**config.mk**
```make
export PLATFORM = sky130hd
export DESIGN_NAME = bru_pipeline
export DESIGN_NICKNAME = d
export VERILOG_FILES = /design/src/rtl/bru_pipeline.sv
export SDC_FILE = /design/constraint.sdc
export NUM_CORES = 1
export LEC_CHECK = 0
export CORE_UTILIZATION = 30
export DETAILED_ROUTE_END_ITERATION = 7
export PLACE_DENSITY_LB_ADDON = 0.3
export SETUP_SLACK_MARGIN = 0.15
export SLEW_MARGIN = 40
export SYNTH_ARGS = -nofsm -noshare
export SYNTH_HDL_FRONTEND = slang
export SYNTH_SLANG_ARGS = --single-unit
```
**constraint.sdc**
```tcl
create_clock -name CLK -period 14.75 [get_ports CLK]
set_input_delay 2.95 -clock CLK [delete_from_list [all_inputs] [get_ports CLK]]
set_output_delay 2.95 -clock CLK [all_outputs]
set_load 0.05 [all_outputs]
```
**src/rtl/bru_pipeline.sv**
```systemverilog
// bru_pipeline
// Branch Resolution Unit execution pipeline, downstream of the BRU issue queue.
// Two stages: OC (operand collect) and OUT (writeback / branch notification).
//
// Ports:
//   CLK, nRST                      clock, asynchronous active-low reset
//   issue_*                        one issued BRU op per cycle (op, PC, imm,
//                                  speculated next PC, operand source flags,
//                                  destination PR, ROB tag)
//   pipeline_ready                 OC can take an op this cycle (combinational)
//   A/B_reg_read_ack/_data         PRF read responses, any OC cycle
//   WB_bus_data_by_bank            forward data, sampled in the first OC cycle
//   WB_valid/ready/data/PR/ROB     register writeback, valid/ready handshake
//   branch_notif_*                 one-cycle resolution pulse with next PC and
//                                  mispredict flag
//
// Handshake: WB_valid is raised with stable WB_data/WB_PR/WB_ROB_index and
// held until the cycle WB_ready is also high; that cycle completes the
// transfer and OUT may reload in the same cycle.
module bru_pipeline #(
    parameter int LOG_PR_COUNT       = 7,
    parameter int LOG_ROB_ENTRIES    = 7,
    parameter int PRF_BANK_COUNT     = 4,
    parameter int LOG_PRF_BANK_COUNT = 2
) (
    input  logic                                 CLK,
    input  logic                                 nRST,
    input  logic                                 issue_valid,
    input  logic [3:0]                           issue_op,
    input  logic [31:0]                          issue_PC,
    input  logic [31:0]                          issue_speculated_next_PC,
    input  logic [31:0]                          issue_imm,
    input  logic                                 issue_A_unneeded,
    input  logic                                 issue_A_forward,
    input  logic [LOG_PRF_BANK_COUNT-1:0]        issue_A_bank,
    input  logic                                 issue_B_unneeded,
    input  logic                                 issue_B_forward,
    input  logic [LOG_PRF_BANK_COUNT-1:0]        issue_B_bank,
    input  logic [LOG_PR_COUNT-1:0]              issue_dest_PR,
    input  logic [LOG_ROB_ENTRIES-1:0]           issue_ROB_index,
    output logic                                 pipeline_ready,
    input  logic                                 A_reg_read_ack,
    input  logic [31:0]                          A_reg_read_data,
    input  logic                                 B_reg_read_ack,
    input  logic [31:0]                          B_reg_read_data,
    input  logic [PRF_BANK_COUNT-1:0][31:0]      WB_bus_data_by_bank,
    output logic                                 WB_valid,
    input  logic                                 WB_ready,
    output logic [31:0]                          WB_data,
    output logic [LOG_PR_COUNT-1:0]              WB_PR,
    output logic [LOG_ROB_ENTRIES-1:0]           WB_ROB_index,
    output logic                                 branch_notif_valid,
    output logic [LOG_ROB_ENTRIES-1:0]           branch_notif_ROB_index,
    output logic                                 branch_notif_mispredict,
    output logic [31:0]                          branch_notif_next_PC
);

    // OC stage
    logic                          oc_valid_q, oc_first_q;
    logic [3:0]                    oc_op_q;
    logic [31:0]                   oc_pc_q, oc_spec_q, oc_imm_q;
    logic [LOG_PR_COUNT-1:0]       oc_pr_q;
    logic [LOG_ROB_ENTRIES-1:0]    oc_rob_q;
    logic                          oc_a_fwd_q, oc_b_fwd_q;
    logic [LOG_PRF_BANK_COUNT-1:0] oc_a_bank_q, oc_b_bank_q;
    logic                          a_done_q, b_done_q, a_done_d, b_done_d;
    logic [31:0]                   a_data_q, b_data_q, a_data_d, b_data_d;

    // OUT stage
    logic                          out_valid_q;
    logic [31:0]                   out_data_q;
    logic [LOG_PR_COUNT-1:0]       out_pr_q;
    logic [LOG_ROB_ENTRIES-1:0]    out_rob_q;
    logic                          notif_valid_q, notif_misp_q;
    logic [LOG_ROB_ENTRIES-1:0]    notif_rob_q;
    logic [31:0]                   notif_npc_q;

    logic a_fwd_now, b_fwd_now, a_ack_ok, b_ack_ok;
    logic oc_advance, oc_load;

    // Forward data only exists in the first OC cycle. PRF acks count only for
    // operands that are actually waiting on the PRF, so stray acks for
    // unneeded/forwarded operands (including one coinciding with the forward
    // capture) are ignored.
    assign a_fwd_now = oc_first_q & oc_a_fwd_q & ~a_done_q;
    assign b_fwd_now = oc_first_q & oc_b_fwd_q & ~b_done_q;
    assign a_ack_ok  = A_reg_read_ack & ~oc_a_fwd_q & ~a_done_q;
    assign b_ack_ok  = B_reg_read_ack & ~oc_b_fwd_q & ~b_done_q;

    assign a_done_d = a_done_q | a_fwd_now | a_ack_ok;
    assign b_done_d = b_done_q | b_fwd_now | b_ack_ok;
    assign a_data_d = a_fwd_now ? WB_bus_data_by_bank[oc_a_bank_q]
                    : a_ack_ok  ? A_reg_read_data : a_data_q;
    assign b_data_d = b_fwd_now ? WB_bus_data_by_bank[oc_b_bank_q]
                    : b_ack_ok  ? B_reg_read_data : b_data_q;

    // OUT only blocks when it holds a write that has not been accepted;
    // non-writing ops leave OUT immediately.
    assign oc_advance     = oc_valid_q & a_done_d & b_done_d & (~out_valid_q | WB_ready);
    assign pipeline_ready = ~oc_valid_q | oc_advance;
    assign oc_load        = issue_valid & pipeline_ready;

    // Result computation on the operands as seen this cycle
    logic        res_writes, res_notif, taken;
    logic [31:0] res_data, res_npc, pc_plus4, pc_plus2, pc_imm, a_imm;

    always_comb begin
        pc_plus4   = oc_pc_q + 32'd4;
        pc_plus2   = oc_pc_q + 32'd2;
        pc_imm     = oc_pc_q + oc_imm_q;
        a_imm      = (a_data_d + oc_imm_q) & 32'hFFFF_FFFE;
        res_writes = 1'b0;
        res_notif  = 1'b1;
        res_data   = 32'd0;
        res_npc    = pc_plus4;
        taken      = 1'b0;
        case (oc_op_q)
            4'h0: begin res_writes = 1'b1; res_data = pc_plus4; res_npc = a_imm;  end
            4'h1: begin res_writes = 1'b1; res_data = pc_plus2; res_npc = a_imm;  end
            4'h2: begin res_writes = 1'b1; res_data = pc_plus4; res_npc = pc_imm; end
            4'h3: begin res_writes = 1'b1; res_data = pc_plus2; res_npc = pc_imm; end
            4'h4: res_npc = pc_imm;
            4'h5: res_npc = a_imm;
            4'h6: begin res_writes = 1'b1; res_notif = 1'b0; res_data = oc_imm_q; end
            4'h7: begin res_writes = 1'b1; res_notif = 1'b0; res_data = pc_imm;   end
            default: begin
                case (oc_op_q)
                    4'h8:    taken = (a_data_d == b_data_d);
                    4'h9:    taken = (a_data_d != b_data_d);
                    4'hA:    taken = (a_data_d == 32'd0);
                    4'hB:    taken = (a_data_d != 32'd0);
                    4'hC:    taken = ($signed(a_data_d) <  $signed(b_data_d));
                    4'hD:    taken = ($signed(a_data_d) >= $signed(b_data_d));
                    4'hE:    taken = (a_data_d <  b_data_d);
                    default: taken = (a_data_d >= b_data_d);
                endcase
                // Compressed branches fall through by 2
                if (taken)
                    res_npc = pc_imm;
                else if (oc_op_q == 4'hA || oc_op_q == 4'hB)
                    res_npc = pc_plus2;
                else
                    res_npc = pc_plus4;
            end
        endcase
    end

    always_ff @(posedge CLK or negedge nRST) begin
        if (!nRST) begin
            oc_valid_q  <= 1'b0;
            oc_first_q  <= 1'b0;
            oc_op_q     <= '0;
            oc_pc_q     <= '0;
            oc_spec_q   <= '0;
            oc_imm_q    <= '0;
            oc_pr_q     <= '0;
            oc_rob_q    <= '0;
            oc_a_fwd_q  <= 1'b0;
            oc_b_fwd_q  <= 1'b0;
            oc_a_bank_q <= '0;
            oc_b_bank_q <= '0;
            a_done_q    <= 1'b0;
            b_done_q    <= 1'b0;
            a_data_q    <= '0;
            b_data_q    <= '0;
        end else if (oc_load) begin
            oc_valid_q  <= 1'b1;
            oc_first_q  <= 1'b1;
            oc_op_q     <= issue_op;
            oc_pc_q     <= issue_PC;
            oc_spec_q   <= issue_speculated_next_PC;
            oc_imm_q    <= issue_imm;
            oc_pr_q     <= issue_dest_PR;
            oc_rob_q    <= issue_ROB_index;
            oc_a_fwd_q  <= issue_A_forward & ~issue_A_unneeded;
            oc_b_fwd_q  <= issue_B_forward & ~issue_B_unneeded;
            oc_a_bank_q <= issue_A_bank;
            oc_b_bank_q <= issue_B_bank;
            a_done_q    <= issue_A_unneeded;
            b_done_q    <= issue_B_unneeded;
            a_data_q    <= '0;
            b_data_q    <= '0;
        end else begin
            if (oc_advance)
                oc_valid_q <= 1'b0;
            oc_first_q <= 1'b0;
            a_done_q   <= a_done_d;
            b_done_q   <= b_done_d;
            a_data_q   <= a_data_d;
            b_data_q   <= b_data_d;
        end
    end

    always_ff @(posedge CLK or negedge nRST) begin
        if (!nRST) begin
            out_valid_q   <= 1'b0;
            out_data_q    <= '0;
            out_pr_q      <= '0;
            out_rob_q     <= '0;
            notif_valid_q <= 1'b0;
            notif_misp_q  <= 1'b0;
            notif_rob_q   <= '0;
            notif_npc_q   <= '0;
        end else if (oc_advance) begin
            out_valid_q   <= res_writes;
            out_data_q    <= res_data;
            out_pr_q      <= oc_pr_q;
            out_rob_q     <= oc_rob_q;
            notif_valid_q <= res_notif;
            notif_misp_q  <= (res_npc != oc_spec_q);
            notif_rob_q   <= oc_rob_q;
            notif_npc_q   <= res_npc;
        end else begin
            if (WB_ready)
                out_valid_q <= 1'b0;
            notif_valid_q <= 1'b0;
        end
    end

    assign WB_valid                = out_valid_q;
    assign WB_data                 = out_data_q;
    assign WB_PR                   = out_pr_q;
    assign WB_ROB_index            = out_rob_q;
    assign branch_notif_valid      = notif_valid_q;
    assign branch_notif_ROB_index  = notif_rob_q;
    assign branch_notif_mispredict = notif_misp_q;
    assign branch_notif_next_PC    = notif_npc_q;

endmodule

```
==> results.sh, run 1 <==
export IMPL_p_per_area_mw_per_mm2=298
export IMPL_hold_ws_ns=0.464
export IMPL_crit_path_end_kind="primary output"
export IMPL_cts_hold_fix_buffers=0
export IMPL_synth_fp_nets=2977
export IMPL_ir_drop_mv=0.129
export IMPL_numPortBuffers=408
export IMPL_total_power_w=0.00815
export IMPL_clkTransAtPathRegs_ns=0.06
export IMPL_vias=21200
export IMPL_tightest_slew_ns=0.959
export IMPL_crit_chain="clkdlybuf4s50_1, or2_2, a21oi_1, or3_4, nand2_1, clkdlybuf4s50_1"
export IMPL_ant_nets=0
export IMPL_drtIter0Drc=2012
export IMPL_syn_area_mm2=0.0213
export IMPL_setup_tns_ns=0
export IMPL_io_pins=409
export IMPL_yosys_warnings=0
export IMPL_register_area_mm2=0.00673
export IMPL_dieHeight_um=268
export IMPL_power_frac_comb_pct=70.2
export IMPL_ys_async_sr_fraction_pct=100
export IMPL_finalCritPeriodShare_pct=62.3
export IMPL_final_hold_violation_count=0
export IMPL_min_path_cells=2
export IMPL_grt_overflow_total=0
export IMPL_synth_edf_count=0
export IMPL_p_clk_share_pct=11.2
export IMPL_cellInternalPower_w=0.00364
export IMPL_multiInputGateArea_mm2=0.0137
export IMPL_wl_per_cell_um=24.5
export IMPL_clock_sinks=269
export IMPL_grt_max_degree=109
export IMPL_cp_slowest_cell="clkdlybuf4s50_1"
export IMPL_startpoint_type="input pin"
export IMPL_rows=97
export IMPL_p_sw_share_pct=55.4
export IMPL_cts_repair_resized=0
export IMPL_finalNetCount=3280
export IMPL_hold_class="flop to flop"
export IMPL_cts_made_buffers=34
export IMPL_grt_pass1_vias=20200
export IMPL_max_freq_mhz=109
export IMPL_syn_inst=2560
export IMPL_timing_final_max_slew_violations=0
export IMPL_area_growth_synth_to_final_pct=28.8
export IMPL_slew_headroom_pct=36.1
export IMPL_grt_pass1_wl_mm=136
export IMPL_drc=0
export IMPL_seq_area_frac_synth_pct=31.7
export IMPL_worstRegToRegCells=20
export IMPL_ys_ff_latch=269
export IMPL_h_tree_depth=2
export IMPL_cp_common_cell="clkdlybuf4s50_1"
export IMPL_via_per_inst=5.54
export IMPL_max_cap_violations=0
export IMPL_antenna_found_initial=3
export IMPL_p_leak_nw=11.8
export IMPL_globalRouteTotalUtil_pct=25.5
export IMPL_rsz0062_at_grt="false"
export IMPL_status="finished clean"
export IMPL_finalClockSkew_ns=0.0318
export IMPL_setup_viol=0
export IMPL_cpPeakStageDelay_ns=0.83
export IMPL_cts_root_buf="clkbuf_16"
export IMPL_fp_dieW_um=268
export IMPL_cts_setup_buffers=0
export IMPL_p_switching_w=0.00451
export IMPL_cts_tree="done"
export IMPL_gp_congestion=1.01
export IMPL_critPathRequiredTime_ns=11.80
export IMPL_start_util_pct=30.4
export IMPL_seqPwrFrac_pct=18.7
export IMPL_fin_crit_ns=9.20
export IMPL_worst_path_max_fanout=32
export IMPL_fillers=7204
export IMPL_core_mm2=0.0700
export IMPL_layout_drive_gt1_share_pct=7.69
export IMPL_syn_area_per_cell_um2=8.30
export IMPL_clkLatencyLatePin_ns=0.57
export IMPL_worstSetupPathType="input pin to primary output"
export IMPL_synthFlopType="dfrtp_1"
export IMPL_place_ws_ns=5.12
export IMPL_wirelength_mm=93.8
export IMPL_clk_path_buf_depth=3
export IMPL_drt_first_pass_iters=6
export IMPL_hpwl_mm=72.2
export IMPL_synth_cell_types=85
export IMPL_cp_data_arrival_time_ns=6.25
export IMPL_fin_ws_ns=5.55
export IMPL_dieArea_mm2=0.0719
cell type report:
cell class	instances	share of cell area (%)
antenna	1	0.00914
clock buffer	44	3.51
clock inverter	16	0.800
inverter	43	0.617
multi-input combinational	2070	50.1
sequential	269	24.6
tap	940	4.30
timing repair buffer	445	16.0
worst max-delay path: cells and delay by family:
| kind | cells | cell delay [ns] |
|---|---|---|
| buffers and inverters | 2 | 1.54 |
| AND/OR/NAND/NOR | 3 | 1.43 |
| AO/OA/AOI/OAI | 1 | 0.32 |
sequential cells by signal (all words and copies together) (netlist names), 2 cells and up:
signal and flops:
WB_data 32, a_data_q 32, b_data_q 32, branch_notif_next_PC 32
oc_imm_q 32, oc_pc_q 32, oc_spec_q 32, WB_PR 7
branch_notif_ROB_index 7, oc_pr_q 7, oc_rob_q 7, oc_op_q 4
oc_a_bank_q 2, oc_b_bank_q 2
routing by layer:
metal | GRT usage (%) | vias to the layer above | part of all wire [%]
li1 | - | 9905 | -
met1 | 34.6 | 10200 | 43
met2 | 40.1 | 939 | 45
met3 | 5.43 | 142 | 8.3
met4 | 8.03 | 2 | 3.3
met5 | 0 | - | 0.014
cell families after synthesis:
logic type | Yosys count | synth area share (%)
flip-flops | 269 | 31.7
adder cells (fa/ha/maj) | 97 | 5.78
buffers and inverters | 221 | 4.11
AO/OA/AOI/OAI | 609 | 20.3
XOR/XNOR | 143 | 5.89
AND/OR/NAND/NOR | 1096 | 22.5
multiplexers | 125 | 9.78
power groups by stage:
stage                     clock [W]  sequential [W]  combinational (W)
after detailed placement          0         0.00152            0.00558
after CTS                  0.000933         0.00151            0.00561
after global placement            0         0.00152            0.00558
final                      0.000910         0.00152            0.00572
after floorplan                   0         0.00157            0.00353
after global routing       0.000960         0.00156            0.00612
stage by stage:
stage,util [%],cell area (um^2),cells
floorplan,-,21300,2560
global placement,37.3,26100,3766
detailed placement,37.4,26200,3766
CTS,39.1,27300,3826
global route,39.1,27400,3828
finish,39.1,27400,3828
cells in the final DEF (no fill, tap or decap), drive strengths merged, types with 11 or more instances in the layout:
master	instances
nand3	66
and3	18
nor4	17
a31oi	14
nand2b	25
xnor2	83
inv	44
o21ai	117
nand2	570
dfrtp	269
a21o	51
o21a	17
mux4	64
ha	95
o211ai	26
nor3	50
a211oi	24
clkbuf	45
a21oi	134
a222oi	26
clkdlybuf4s50	407
or3	19
buf	37
or2	17
a221oi	11
a22oi	22
o221ai	18
nor2	223
o211a	14
o32a	27
mux2i	46
xor2	60
mux2	15
and2	23
nand4	28
worst paths after layout:
| check | from | to | slack, ns |
|---|---|---|---|
| setup / recovery | A_reg_read_ack | pipeline_ready | 5.55 |
| hold / removal | oc_rob_q[3] | branch_notif_ROB_index[3] | 0.46 |
| setup reg to reg | a_done_q | branch_notif_mispredict | 7.40 |
| hold reg to reg | oc_rob_q[3] | branch_notif_ROB_index[3] | 0.46 |
| max in group asynchronous | nRST | branch_notif_next_PC[29] | 11.24 |
| min in group asynchronous | nRST | oc_pc_q[7] | 2.34 |
cells in the mapped netlist (15+ instances only):
| master | count | share of area (%) |
|---|---|---|
| nand2_1 | 570 | 10 |
| dfrtp_1 | 269 | 32 |
| nor2_1 | 223 | 3.9 |
| clkbuf_1 | 146 | 2.6 |
| a21oi_1 | 134 | 3.2 |
| o21ai_0 | 113 | 2.7 |
| ha_1 | 95 | 5.6 |
| xnor2_1 | 83 | 3.4 |
| nand3_1 | 66 | 1.6 |
| mux4_2 | 64 | 6.8 |
| xor2_1 | 60 | 2.5 |
| a21o_1 | 51 | 1.8 |
| nor3_1 | 50 | 1.2 |
| mux2i_1 | 45 | 2.1 |
| inv_1 | 41 | 0.72 |
| nand4_1 | 28 | 0.82 |
| o32a_1 | 27 | 1.3 |
| a222oi_1 | 26 | 1.2 |
| o211ai_1 | 26 | 0.92 |
| nand2b_1 | 25 | 0.74 |
| a211oi_1 | 24 | 0.85 |
| and2_1 | 23 | 0.68 |
| a22oi_1 | 22 | 0.78 |
| or3_1 | 19 | 0.56 |
| and3_1 | 18 | 0.53 |
| o221ai_1 | 18 | 0.74 |
| nor4_1 | 17 | 0.50 |
| o21a_1 | 17 | 0.60 |
| buf_1 | 15 | 0.26 |
Note: power is estimated with default switching activity, not from simulation.
==> run 2: changes to the inputs <==
==> constraint.sdc (replaced) <==
create_clock -name CLK -period 9.3 [get_ports CLK]
set_input_delay 1.86 -clock CLK [delete_from_list [all_inputs] [get_ports CLK]]
set_output_delay 1.86 -clock CLK [all_outputs]
set_load 0.05 [all_outputs]
==> results.sh, run 2 (same netlist as run 1, synthesis figures left out) <==
export IMPL_status="finished clean"
export IMPL_max_freq_mhz=124
export IMPL_ant_nets=0
export IMPL_fin_ws_ns=1.23
export IMPL_grt_pass1_wl_mm=136
export IMPL_area_growth_synth_to_final_pct=28.8
export IMPL_via_per_inst=5.58
export IMPL_h_tree_depth=2
export IMPL_start_util_pct=30.4
export IMPL_fillers=7189
export IMPL_finalNetCount=3288
export IMPL_hold_class="flop to flop"
export IMPL_worst_path_max_fanout=15
export IMPL_total_power_w=0.0129
export IMPL_critPathRequiredTime_ns=9.72
export IMPL_dieHeight_um=268
export IMPL_whs_endpoint="branch_notif_ROB_index[2]"
export IMPL_final_cells=3839
export IMPL_cts_repair_resized=0
export IMPL_final_hold_violation_count=0
export IMPL_grt_max_degree=127
export IMPL_setup_tns_ns=0
export IMPL_fin_crit_ns=8.07
export IMPL_clkLatencyLatePin_ns=0.56
export IMPL_gp_congestion=1.03
export IMPL_grt_overflow_total=0
export IMPL_tightest_slew_ns=0.881
export IMPL_rows=97
export IMPL_crit_path_end_kind="flop"
export IMPL_ir_drop_mv=0.196
export IMPL_io_pins=409
export IMPL_wirelength_mm=94.2
export IMPL_drc=0
export IMPL_register_area_mm2=0.00674
export IMPL_clkTransAtPathRegs_ns=0.06
export IMPL_cts_made_buffers=34
export IMPL_drtIter0Drc=2146
export IMPL_worstHoldStart="oc_rob_q[2]"
export IMPL_max_cap_violations=0
export IMPL_antenna_found_initial=3
export IMPL_wl_per_cell_um=24.5
export IMPL_multiInputGateArea_mm2=0.0137
export IMPL_fp_dieW_um=268
export IMPL_slew_headroom_pct=41.3
export IMPL_r2r_end="branch_notif_mispredict"
export IMPL_grt_pass1_vias=20300
export IMPL_hpwl_mm=73.3
export IMPL_r2r_setup_slack_ns=2.27
export IMPL_p_per_area_mw_per_mm2=471
export IMPL_dieArea_mm2=0.0719
export IMPL_clock_sinks=269
export IMPL_finalCritPeriodShare_pct=86.7
export IMPL_worstRegToRegCells=20
export IMPL_timing_final_max_slew_violations=0
export IMPL_rsz0062_at_grt="false"
export IMPL_core_mm2=0.0700
export IMPL_cts_hold_fix_buffers=0
export IMPL_drt_first_pass_iters=6
export IMPL_p_leak_nw=11.9
export IMPL_finalClockSkew_ns=0.0194
export IMPL_numPortBuffers=408
export IMPL_placed_cells=3775
export IMPL_r2r_start="a_done_q"
export IMPL_setup_viol=0
export IMPL_worstSetupPathType="input pin to flop"
export IMPL_cts_root_buf="clkbuf_16"
export IMPL_globalRouteTotalUtil_pct=25.5
export IMPL_min_path_cells=2
export IMPL_vias=21400
export IMPL_clk_path_buf_depth=3
export IMPL_layout_drive_gt1_share_pct=8.01
export IMPL_cts_tree="done"
export IMPL_final_common_cell="nand2_1"
export IMPL_cts_setup_buffers=0
export IMPL_startpoint_type="input pin"
export IMPL_place_ws_ns=0.577
export IMPL_cp_data_arrival_time_ns=8.49
export IMPL_layout_common_cells="nand2_1 (569), clkdlybuf4s50_1 (407), dfrtp_1 (267)"
[run 2: cell count changes in the layout (fill, tap and decap cells not counted), sizes merged]
cell,before,now
clkbuf,45,41
clkinvlp,4,1
inv,44,47
diode,1,2
clkinv,6,14
bufinv,5,2
buf,37,46
[run 2: worst max-delay path by stage]
stage          cells after the start                      end      startpoint
6_report                          22  branch_notif_mispredict  B_reg_read_ack
5_1_grt                           22  branch_notif_mispredict  B_reg_read_ack
4_1_cts                           21  branch_notif_mispredict  A_reg_read_ack
3_5_place_dp                      21  branch_notif_mispredict  A_reg_read_ack
3_3_place_gp                      21  branch_notif_mispredict  A_reg_read_ack
2_1_floorplan                     24  branch_notif_mispredict  B_reg_read_ack
[run 2: area by class of cell]
cell class,count,share of cell area (%)
Antenna cell,2,0.0183
Clock buffer,41,3.35
Clock inverter,21,0.722
Inverter,43,0.608
Multi-Input combinational cell,2070,50.1
Sequential cell,269,24.6
Tap cell,940,4.30
Timing Repair Buffer,453,16.3
[run 2: worst max-delay path: stages]
cell and delay (ns):
clkdlybuf4s50_1 0.44, nor2b_1 0.17, nor2b_4 0.64, buf_4 0.35, mux2i_1 0.22, nor2_1 0.06
a21oi_1 0.22, ha_1 0.18, nand4_1 0.20, nor4_1 0.62, and3_1 0.40, mux2_2 0.36
a211oi_1 0.29, nand2_1 0.15, mux2_4 0.38, o21ai_2 0.63, mux2i_1 0.35, xnor2_1 0.11
a2111oi_2 0.36, nand4_1 0.16, nor4_1 0.25, a21oi_1 0.07
[run 2: where the power goes]
group          internal [W]  total (W)  switching (W)  leakage (nW)
combinational       0.00324    0.00905        0.00581          7.89
sequential          0.00170    0.00249       0.000798          3.42
clock              0.000771    0.00135       0.000576         0.558
[run 2: per-stage QoR]
step | hold slack, ns | util [%] | instance area, um^2
CTS | 0.467 | 39.1 | 27400
detailed placement | 0.452 | 37.5 | 26300
global route | 0.479 | 39.1 | 27400
finish | 0.463 | 39.1 | 27400
global placement | 0.444 | 37.4 | 26200
floorplan | 0.439 | - | 21300
[run 2: layer usage]
layer  GRT usage (%)  vias to the layer above  share of wire [%]
li1                -                     9905                  -
met1            34.4                    10400                 43
met2            40.3                      916                 45
met3            5.76                      141                8.9
met4            7.80                        2                3.0
met5               0                        -              0.014
==> run 3: changes to the inputs <==
--- a/config.mk
+++ b/config.mk
@@ -5,11 +5,13 @@
 export SDC_FILE = /design/constraint.sdc
 export NUM_CORES = 1
 export LEC_CHECK = 0
+export CELL_PAD_IN_SITES_DETAIL_PLACEMENT = 2
+export CELL_PAD_IN_SITES_GLOBAL_PLACEMENT = 2
 export CORE_UTILIZATION = 30
 export DETAILED_ROUTE_END_ITERATION = 7
 export PLACE_DENSITY_LB_ADDON = 0.3
 export SETUP_SLACK_MARGIN = 0.15
-export SLEW_MARGIN = 40
+export SLEW_MARGIN = 30
 export SYNTH_ARGS = -nofsm -noshare
 export SYNTH_HDL_FRONTEND = slang
 export SYNTH_SLANG_ARGS = --single-unit
==> results.sh, run 3 (same netlist as run 1, synthesis figures left out) <==
export IMPL_layout_drive_gt1_share_pct=8.00
export IMPL_rows=97
export IMPL_setup_viol=0
export IMPL_wl_per_cell_um=29.2
export IMPL_drtIter0Drc=1430
export IMPL_max_cap_violations=0
export IMPL_startpoint="A_reg_read_ack"
export IMPL_crit_path_end_kind="flop"
export IMPL_numPortBuffers=408
export IMPL_final_cells=3845
export IMPL_ant_nets=0
export IMPL_grt_max_degree=113
export IMPL_p_leak_nw=11.9
export IMPL_via_per_inst=5.80
export IMPL_finalNetCount=3293
export IMPL_drt_first_pass_iters=7
export IMPL_placed_cells=3777
export IMPL_cts_setup_buffers=0
export IMPL_p_per_area_mw_per_mm2=491
export IMPL_ir_drop_mv=0.182
export IMPL_grt_overflow_total=0
export IMPL_setup_tns_ns=0
export IMPL_cp_data_arrival_time_ns=8.65
export IMPL_slew_headroom_pct=33.2
export IMPL_clk_path_buf_depth=3
export IMPL_cts_hold_fix_buffers=0
export IMPL_max_freq_mhz=121
export IMPL_grt_pass1_wl_mm=164
export IMPL_cts_root_buf="clkbuf_16"
export IMPL_globalRouteTotalUtil_pct=30.6
export IMPL_worstSetupPathType="input pin to flop"
export IMPL_timing_final_max_slew_violations=0
export IMPL_hpwl_mm=89.3
export IMPL_worst_path_max_fanout=19
export IMPL_io_pins=409
export IMPL_wirelength_mm=112
export IMPL_clkLatencyLatePin_ns=0.58
export IMPL_fin_crit_ns=8.23
export IMPL_critPathRequiredTime_ns=9.72
export IMPL_vias=22300
export IMPL_finalClockSkew_ns=0.0193
export IMPL_tightest_slew_ns=0.999
export IMPL_drc=0
export IMPL_area_growth_synth_to_final_pct=29.2
export IMPL_cts_repair_resized=0
export IMPL_final_hold_violation_count=0
export IMPL_finalCritPeriodShare_pct=88.5
export IMPL_gp_congestion=0.951
export IMPL_worstHoldStart="oc_pr_q[6]"
export IMPL_layout_common_cells="nand2_1 (569), clkdlybuf4s50_1 (407), dfrtp_1 (267)"
export IMPL_clock_sinks=269
export IMPL_final_common_cell="nand2_1"
export IMPL_cts_made_buffers=36
export IMPL_status="finished clean"
export IMPL_core_mm2=0.0700
export IMPL_h_tree_depth=2
export IMPL_fp_dieW_um=268
export IMPL_rsz0062_at_grt="false"
export IMPL_start_util_pct=30.4
export IMPL_dieHeight_um=268
export IMPL_fillers=7844
export IMPL_hold_class="flop to flop"
export IMPL_clkTransAtPathRegs_ns=0.06
export IMPL_r2r_start="a_done_q"
export IMPL_grt_pass1_vias=24100
export IMPL_dieArea_mm2=0.0719
export IMPL_startpoint_type="input pin"
export IMPL_antenna_found_initial=4
export IMPL_cts_tree="done"
[run 3: per-stage QoR]
step | total power [W] | area, um^2 | hold slack [ns] | util (%) | worst slack, ns
finish | 0.0135 | 27500 | 0.467 | 39.2 | 1.07
global route | 0.0142 | 27500 | 0.500 | 39.2 | 0.691
CTS | 0.0134 | 27400 | 0.479 | 39.2 | 1.08
detailed placement | 0.0119 | 26300 | 0.462 | 37.5 | 0.514
global placement | 0.0116 | 26300 | 0.447 | 37.5 | 0.440
floorplan | 0.00808 | 21300 | 0.439 | - | 2.23
[run 3: final timing paths]
| kind | depth (start not counted) | slack, ns | end |
|---|---|---|---|
| worst min-delay path | 2 | 0.47 | WB_PR[6] |
| worst max register to register | 20 | 1.87 | branch_notif_mispredict |
| worst min register to register | 2 | 0.47 | WB_PR[6] |
| max in group asynchronous | 2 | 6.75 | oc_b_bank_q[0] |
| min in group asynchronous | 1 | 1.28 | oc_imm_q[15] |
| worst max-delay path | 22 | 1.07 | branch_notif_mispredict |
[run 3: per-layer routing]
metal	vias up	share of wire [%]	GRT usage (%)
met3	150	5.1	4.41
met5	-	0.020	0
met2	650	48	51.3
met1	11600	44	40.5
li1	9890	-	-
met4	4	2.9	9.33
[run 3: power by group]
part,switching [W],leakage [nW],internal [W]
Sequential,0.000792,3.42,0.00170
Clock,0.000589,0.586,0.000827
Combinational,0.00632,7.90,0.00325
Total,0.00770,11.9,0.00578
[run 3: area by class of cell]
type	count	area, um^2	share of cell area (%)
diodes	4	10.0	0.0364
flip-flops and latches	269	6730	24.5
multi-input cells	2070	13700	50.0
repair buffers	456	4480	16.3
clock inverters	11	121	0.442
well taps	940	1180	4.28
inverters	43	166	0.606
clock buffers	52	1060	3.86
[run 3: worst max-delay path, stage by stage]
cell and delay (ns):
clkdlybuf4s50_1 0.49, buf_4 0.19, nand2b_1 0.47, o32a_1 0.52, o221ai_1 0.18, inv_1 0.17
ha_1 0.36, nand4_1 0.26, nor4_1 0.44, buf_4 0.21, and3_1 0.30, mux2_2 0.36
a211oi_1 0.29, nand2_1 0.14, mux2_4 0.37, o21ai_2 0.66, mux2i_1 0.33, mux2i_1 0.20
xnor2_1 0.33, nand4_1 0.13, nor4_1 0.29, a21oi_1 0.07
